<file path="config.mk">
export PLATFORM = sky130hd
export DESIGN_NAME = of_hazard_ctrl_flat
export DESIGN_NICKNAME = d
export VERILOG_FILES = /design/src/rtl/of_hazard_ctrl_if.sv /design/src/rtl/of_hazard_ctrl.sv /design/src/flat_wrapper.sv
export SDC_FILE = /design/constraint.sdc
export NUM_CORES = 1
export LEC_CHECK = 0
export ABC_AREA = 0
export CELL_PAD_IN_SITES_DETAIL_PLACEMENT = 2
export CELL_PAD_IN_SITES_GLOBAL_PLACEMENT = 2
export CORE_MARGIN = 1
export CORE_UTILIZATION = 32
export DETAILED_ROUTE_END_ITERATION = 10
export PLACE_DENSITY = 0.93
export SYNTH_ARGS = -nofsm -noshare
export SYNTH_HDL_FRONTEND = slang
export SYNTH_SLANG_ARGS = --single-unit
</file>
<file path="constraint.sdc">
create_clock -name Clk -period 6.9 [get_ports Clk]
set_input_delay 1.38 -clock Clk [delete_from_list [all_inputs] [get_ports Clk]]
set_output_delay 1.38 -clock Clk [all_outputs]
set_load 0.03 [all_outputs]
</file>
<file path="src/rtl/of_hazard_ctrl_if.sv">
// rtl/of_hazard_ctrl_if.sv - OF-stage hazard controller signal bundle
interface of_hazard_ctrl_if #(
    parameter int NUM_REGS = 16,
    parameter int REG_AW   = 4,
    parameter int CNT_W    = 16
) ();
    logic                Start;
    logic                Of_Valid;
    logic [REG_AW-1:0]   Of_Rs1;
    logic                Of_Rs1_En;
    logic [REG_AW-1:0]   Of_Rs2;
    logic                Of_Rs2_En;
    logic [REG_AW-1:0]   Of_Rd;
    logic                Of_Wb_En;
    logic                Of_MulDiv;
    logic                Wb_Valid;
    logic [REG_AW-1:0]   Wb_Rd;
    logic                Ex_Br_Taken;
    logic                Stall;
    logic                If_Flush;
    logic                Of_Ex_Flush;
    logic                Issue;
    logic                Md_Busy;
    logic [NUM_REGS-1:0] Sb_Busy;
    logic                Sb_Err;
    logic [CNT_W-1:0]    Stall_Cnt;

    modport master (
        output Start, Of_Valid, Of_Rs1, Of_Rs1_En, Of_Rs2, Of_Rs2_En, Of_Rd, Of_Wb_En,
               Of_MulDiv, Wb_Valid, Wb_Rd, Ex_Br_Taken,
        input  Stall, If_Flush, Of_Ex_Flush, Issue, Md_Busy, Sb_Busy, Sb_Err, Stall_Cnt
    );

    modport slave (
        input  Start, Of_Valid, Of_Rs1, Of_Rs1_En, Of_Rs2, Of_Rs2_En, Of_Rd, Of_Wb_En,
               Of_MulDiv, Wb_Valid, Wb_Rd, Ex_Br_Taken,
        output Stall, If_Flush, Of_Ex_Flush, Issue, Md_Busy, Sb_Busy, Sb_Err, Stall_Cnt
    );
endinterface

</file>
<file path="src/rtl/of_hazard_ctrl.sv">
// rtl/of_hazard_ctrl.sv - scoreboard interlock and flush control for the OF stage
module of_hazard_ctrl #(
    parameter int NUM_REGS   = 16,
    parameter int REG_AW     = 4,
    parameter int MULDIV_LAT = 4,
    parameter int CNT_W      = 16
) (
    input  logic             Clk,
    input  logic             Rst,
    of_hazard_ctrl_if.slave  bus
);
    localparam int MD_W = $clog2(MULDIV_LAT) + 1;

    logic [NUM_REGS-1:0] sb_q, sb_d;
    logic [MD_W-1:0]     md_cnt_q, md_cnt_d;
    logic                sb_err_q, sb_err_d;
    logic [CNT_W-1:0]    stall_cnt_q, stall_cnt_d;

    logic [NUM_REGS-1:0] wb_clr;
    logic [NUM_REGS-1:0] sb_set;
    logic [NUM_REGS-1:0] avail;
    logic                raw, waw, md_busy, stall, issue, wb_orphan;

    always_comb begin
        wb_clr = '0;
        sb_set = '0;
        for (int i = 0; i < NUM_REGS; i++) begin
            wb_clr[i] = bus.Wb_Valid && (bus.Wb_Rd == REG_AW'(i));
        end
        // Write-through RF: a register retiring this cycle is already readable.
        avail   = ~sb_q | wb_clr;
        raw     = (bus.Of_Rs1_En && !avail[bus.Of_Rs1]) || (bus.Of_Rs2_En && !avail[bus.Of_Rs2]);
        waw     = bus.Of_Wb_En && !avail[bus.Of_Rd];
        md_busy = (md_cnt_q != '0);

        // Rst gating keeps every comb output low while reset is asserted.
        stall = Rst && bus.Of_Valid && !bus.Ex_Br_Taken && (raw || waw || md_busy);
        issue = Rst && bus.Start && bus.Of_Valid && !stall && !bus.Ex_Br_Taken;

        for (int i = 0; i < NUM_REGS; i++) begin
            sb_set[i] = issue && bus.Of_Wb_En && (bus.Of_Rd == REG_AW'(i));
        end
        sb_d = (sb_q & ~wb_clr) | sb_set;

        wb_orphan = bus.Wb_Valid && !sb_q[bus.Wb_Rd] && !sb_set[bus.Wb_Rd];
        sb_err_d  = sb_err_q || wb_orphan;

        if (issue && bus.Of_MulDiv) begin
            md_cnt_d = MD_W'(MULDIV_LAT - 1);
        end else if (md_busy) begin
            md_cnt_d = md_cnt_q - 1'b1;
        end else begin
            md_cnt_d = '0;
        end

        stall_cnt_d = stall_cnt_q;
        if (stall && (stall_cnt_q != '1)) begin
            stall_cnt_d = stall_cnt_q + 1'b1;
        end
    end

    always_ff @(posedge Clk or negedge Rst) begin
        if (!Rst) begin
            sb_q        <= '0;
            md_cnt_q    <= '0;
            sb_err_q    <= 1'b0;
            stall_cnt_q <= '0;
        end else begin
            sb_q        <= sb_d;
            md_cnt_q    <= md_cnt_d;
            sb_err_q    <= sb_err_d;
            stall_cnt_q <= stall_cnt_d;
        end
    end

    assign bus.Stall       = stall;
    assign bus.Issue       = issue;
    assign bus.If_Flush    = Rst && bus.Ex_Br_Taken;
    assign bus.Of_Ex_Flush = Rst && (bus.Ex_Br_Taken || stall);
    assign bus.Md_Busy     = md_busy;
    assign bus.Sb_Busy     = sb_q;
    assign bus.Sb_Err      = sb_err_q;
    assign bus.Stall_Cnt   = stall_cnt_q;
endmodule

</file>
<file path="src/flat_wrapper.sv">
// flat-port wrapper written by rule: the top's interface ports become plain ports
module of_hazard_ctrl_flat 
#(
    parameter int NUM_REGS   = 16,
    parameter int REG_AW     = 4,
    parameter int MULDIV_LAT = 4,
    parameter int CNT_W      = 16
)
  (Clk, Rst, bus_Start, bus_Of_Valid, bus_Of_Rs1, bus_Of_Rs1_En, bus_Of_Rs2, bus_Of_Rs2_En, bus_Of_Rd, bus_Of_Wb_En, bus_Of_MulDiv, bus_Wb_Valid, bus_Wb_Rd, bus_Ex_Br_Taken, bus_Stall, bus_If_Flush, bus_Of_Ex_Flush, bus_Issue, bus_Md_Busy, bus_Sb_Busy, bus_Sb_Err, bus_Stall_Cnt);
  of_hazard_ctrl_if #(.NUM_REGS(NUM_REGS), .REG_AW(REG_AW), .CNT_W(CNT_W)) bus_i ();
  input  logic Clk;
  input  logic Rst;
  input wire logic [$bits(bus_i.Start)-1:0] bus_Start;
  input wire logic [$bits(bus_i.Of_Valid)-1:0] bus_Of_Valid;
  input wire logic [$bits(bus_i.Of_Rs1)-1:0] bus_Of_Rs1;
  input wire logic [$bits(bus_i.Of_Rs1_En)-1:0] bus_Of_Rs1_En;
  input wire logic [$bits(bus_i.Of_Rs2)-1:0] bus_Of_Rs2;
  input wire logic [$bits(bus_i.Of_Rs2_En)-1:0] bus_Of_Rs2_En;
  input wire logic [$bits(bus_i.Of_Rd)-1:0] bus_Of_Rd;
  input wire logic [$bits(bus_i.Of_Wb_En)-1:0] bus_Of_Wb_En;
  input wire logic [$bits(bus_i.Of_MulDiv)-1:0] bus_Of_MulDiv;
  input wire logic [$bits(bus_i.Wb_Valid)-1:0] bus_Wb_Valid;
  input wire logic [$bits(bus_i.Wb_Rd)-1:0] bus_Wb_Rd;
  input wire logic [$bits(bus_i.Ex_Br_Taken)-1:0] bus_Ex_Br_Taken;
  output wire logic [$bits(bus_i.Stall)-1:0] bus_Stall;
  output wire logic [$bits(bus_i.If_Flush)-1:0] bus_If_Flush;
  output wire logic [$bits(bus_i.Of_Ex_Flush)-1:0] bus_Of_Ex_Flush;
  output wire logic [$bits(bus_i.Issue)-1:0] bus_Issue;
  output wire logic [$bits(bus_i.Md_Busy)-1:0] bus_Md_Busy;
  output wire logic [$bits(bus_i.Sb_Busy)-1:0] bus_Sb_Busy;
  output wire logic [$bits(bus_i.Sb_Err)-1:0] bus_Sb_Err;
  output wire logic [$bits(bus_i.Stall_Cnt)-1:0] bus_Stall_Cnt;
  assign bus_i.Start = bus_Start;
  assign bus_i.Of_Valid = bus_Of_Valid;
  assign bus_i.Of_Rs1 = bus_Of_Rs1;
  assign bus_i.Of_Rs1_En = bus_Of_Rs1_En;
  assign bus_i.Of_Rs2 = bus_Of_Rs2;
  assign bus_i.Of_Rs2_En = bus_Of_Rs2_En;
  assign bus_i.Of_Rd = bus_Of_Rd;
  assign bus_i.Of_Wb_En = bus_Of_Wb_En;
  assign bus_i.Of_MulDiv = bus_Of_MulDiv;
  assign bus_i.Wb_Valid = bus_Wb_Valid;
  assign bus_i.Wb_Rd = bus_Wb_Rd;
  assign bus_i.Ex_Br_Taken = bus_Ex_Br_Taken;
  assign bus_Stall = bus_i.Stall;
  assign bus_If_Flush = bus_i.If_Flush;
  assign bus_Of_Ex_Flush = bus_i.Of_Ex_Flush;
  assign bus_Issue = bus_i.Issue;
  assign bus_Md_Busy = bus_i.Md_Busy;
  assign bus_Sb_Busy = bus_i.Sb_Busy;
  assign bus_Sb_Err = bus_i.Sb_Err;
  assign bus_Stall_Cnt = bus_i.Stall_Cnt;
  of_hazard_ctrl #(.NUM_REGS(NUM_REGS), .REG_AW(REG_AW), .MULDIV_LAT(MULDIV_LAT), .CNT_W(CNT_W)) u_core (.Clk(Clk), .Rst(Rst), .bus(bus_i));
endmodule
</file>
==> impl_metrics.ini <==
[run_status]
status = completed

[job]
max_cap_violations = 0

[synth]
yosys_register_bits = 36
synthesis.area_per_instance_um2 = 9.73
number_of_instances_in_the_synthesized_netlist = 251
yosys.area.top_type = sky130_fd_sc_hd__dfrtp_1
synth_warnings = 0
synth_async_sr_flop_share_pct = 100
post_synth_edffs = 0
synthesis.area_um2 = 2440
netlist_top_cells_area = sky130_fd_sc_hd__dfrtp_1, sky130_fd_sc_hd__mux4_2, sky130_fd_sc_hd__xor2_1
syn-num-nets = 278
main_synth_ff_type = sky130_fd_sc_hd__dfrtp_1
synth.lib_cells_used.distinct = 59
ys_seq_area_share_pct = 36.9
synthDominantCellAreaShare_pct = 36.9

[detailed_routing]
detailroute.via_count = 2396
drt-pass1-iter-count = 4
route.detailed.drc = 0
remaining_number_of_nets_flagged_by_the_antenna_check_after_routing = 0
post_detailed_route_wirelength_per_cell_um = 22.8
routed_wl_um = 9430
drt_iter0_drc = 230
post_drt_via_cell_ratio = 5.79

[sta]
fin_setup_tns_ps = 0
finalMaxSlewViolations = 0
grt_setup_unrepaired = no
finalHoldViolations = 0
timing.final.setup_violations = 0
part_of_the_cycle_the_worst_path_needs_pct = 90.7
timing.slew.headroom_pct = 41.8
tightestPinTransition_ps = 873
fin_worst_skew_ps = 11.6
timing.fmax_ghz = 0.160
period_needed_ps = 6260

[power]
p_total_uw = 630
p_leak_uw = 0.00128
pwr_density_cell_nw_per_um2 = 195
worst_ir_drop_on_vdd_v = 0.000156

[clocking]
clk_root_buffer_cell = sky130_fd_sc_hd__clkbuf_8
post_cts_resized = 0
cts_hold_buf = 0
tritoncts = built
numCtsBuffers = 5
post_cts_buffers = 0
cts_sinks = 36
ctsHtreeMaxLevel = 2
worst_skew_pair.late_latency_ps = 290
clock_transition_at_path_regs_ps = 80
clk_path_buf_depth = 2

[global_route]
pin_count_of_the_biggest_net_entering_global_routing = 40
globalRouteTotalUtil_pct = 25.1
grt.overflow.total = 0
grt_pass1_wl_um = 14700
grt_pass1_vias = 2626
number_of_antenna_violations_at_the_first_check_in_global_routing = 0

[worst_setup_path]
critical_path.most_common_cell = sky130_fd_sc_hd__clkdlybuf4s50_1
crit_arrival_ps = 4880
start_kind = primary input
cp_max_stage_delay_ps = 760
worstSetupEndpointType = primary output
required_ps = 5520
timing.setup.critical_path_class = primary input to primary output
critical_path.cell_chain = clkdlybuf4s50_1, nand2_1, o21ai_0, mux2i_1, o2111a_1, a31o_2, nor3_1, nor2_1, or2_2, clkdlybuf4s50_1
crit_path_top_delay_cell = sky130_fd_sc_hd__clkdlybuf4s50_1
critPathMaxFanout = 9

[placement]
finalWeightedCongestion = 0.913
dp_hpwl_um = 7360
portBuffers = 63

[cells_and_area]
design.final.nets = 341
num-fill-cells = 779
area_delta_synth_final_pct = 32.4
final_core_utilization_pct = 44.1
layout.cells.most_common_list = sky130_fd_sc_hd__clkdlybuf4s50_1, sky130_fd_sc_hd__dfrtp_1, sky130_fd_sc_hd__nand2_1, sky130_fd_sc_hd__o21ai_1, sky130_fd_sc_hd__nor2_1
layout-drive-gt1-share_pct = 10.8
antennaDiodeCount = 0
mostFrequentLayoutCell = sky130_fd_sc_hd__clkdlybuf4s50_1

[die]
fp.dieW_um = 89.4
core.rowCount = 31
die_height_um = 89.4
initial_utilization_pct = 33.3
placeableCoreArea_um2 = 7330
design.die.area_um2 = 7990
num_io_pins = 64

[hold_path]
min_path_type = flop to flop
-- cell type report --
class	instances	area, µm²	area share [%]
clock buffers	7	76.3	2.36
clock inverters	1	8.76	0.271
inverters	12	45.0	1.39
multi-input cells	195	1450	44.7
flip-flops and latches	36	901	27.9
well taps	99	124	3.83
repair buffers	64	633	19.6
-- per-layer routing --
metal,routed length (µm),GRT usage (%),part of all wire (%),vias to the layer above
met5,0,0,0,-
met4,164,8.37,1.7,0
met3,517,4.06,5.5,17
met2,4780,42.0,51,85
met1,3970,33.0,42,1226
li1,-,-,-,1068
-- power breakdown --
group	internal, µW	switching [µW]	leakage [µW]
sequential	231	33.8	0.000478
clock	72.2	78.7	0.0000424
combinational	86.0	129	0.000763
-- critical path, delay by kind of cell --
family	cells	cell delay [ps]
buf+inv	2	1360
compound gates	3	1000
mux	1	160
simple gates	4	970
-- cell families (layout without fill, tap and decap cells) --
group | count (synthesis) | in the layout | share of synthesized area [%]
adders and majority gates | 1 | 1 | 0.512
xor gates and xnor gates | 18 | 18 | 6.45
buffers and inverters | 20 | 84 | 3.94
and+or+nand+nor | 91 | 91 | 20.7
AOI/OAI and AO/OA | 69 | 69 | 21.2
DFF | 36 | 36 | 36.9
muxes | 16 | 16 | 10.3
-- synth_stat cells (4+ instances only) --
cell type                   number
sky130_fd_sc_hd__and3_1          4
sky130_fd_sc_hd__buf_2           5
sky130_fd_sc_hd__dfrtp_1        36
sky130_fd_sc_hd__inv_1          11
sky130_fd_sc_hd__mux2i_1         6
sky130_fd_sc_hd__mux4_2          7
sky130_fd_sc_hd__nand2_1        20
sky130_fd_sc_hd__nand3_1        12
sky130_fd_sc_hd__nor2_1         16
sky130_fd_sc_hd__nor2b_1         4
sky130_fd_sc_hd__nor3_1          9
sky130_fd_sc_hd__o2111ai_1       7
sky130_fd_sc_hd__o211ai_1       11
sky130_fd_sc_hd__o21ai_0         7
sky130_fd_sc_hd__o21ai_1        19
sky130_fd_sc_hd__xnor2_1         6
sky130_fd_sc_hd__xor2_1         12
-- worst paths after layout --
path	startpoint	end	slack, ps	cells after the start
max	bus_Wb_Rd[0]	bus_Of_Ex_Flush	640	10
min	u_core.bus.Stall_Cnt[10]	u_core.bus.Stall_Cnt[10]	500	1
max reg2reg	u_core.bus.Sb_Busy[14]	u_core.bus.Stall_Cnt[1]	4260	6
min reg2reg	u_core.bus.Stall_Cnt[10]	u_core.bus.Stall_Cnt[10]	500	1
max in group asynchronous	Rst	u_core.bus.Sb_Busy[15]	5140	1
min in group asynchronous	Rst	u_core.bus.Stall_Cnt[15]	1200	1
-- registers in the layout, summed over array words and instances (netlist names) --
register	flops
u_core.bus.Stall_Cnt	16
u_core.bus.Sb_Busy	16
u_core.bus.Sb_Err	1
u_core.md_cnt_q	3
-- through the flow --
step	std cells	area (µm²)	hold slack, ps	setup WS, ps
global route	414	3230	531	359
floorplan	251	2440	477	1940
CTS	414	3230	506	626
global placement	406	3150	483	742
finish	414	3230	498	642
detailed placement	406	3150	490	661
Power figures use the tool's default switching activity.
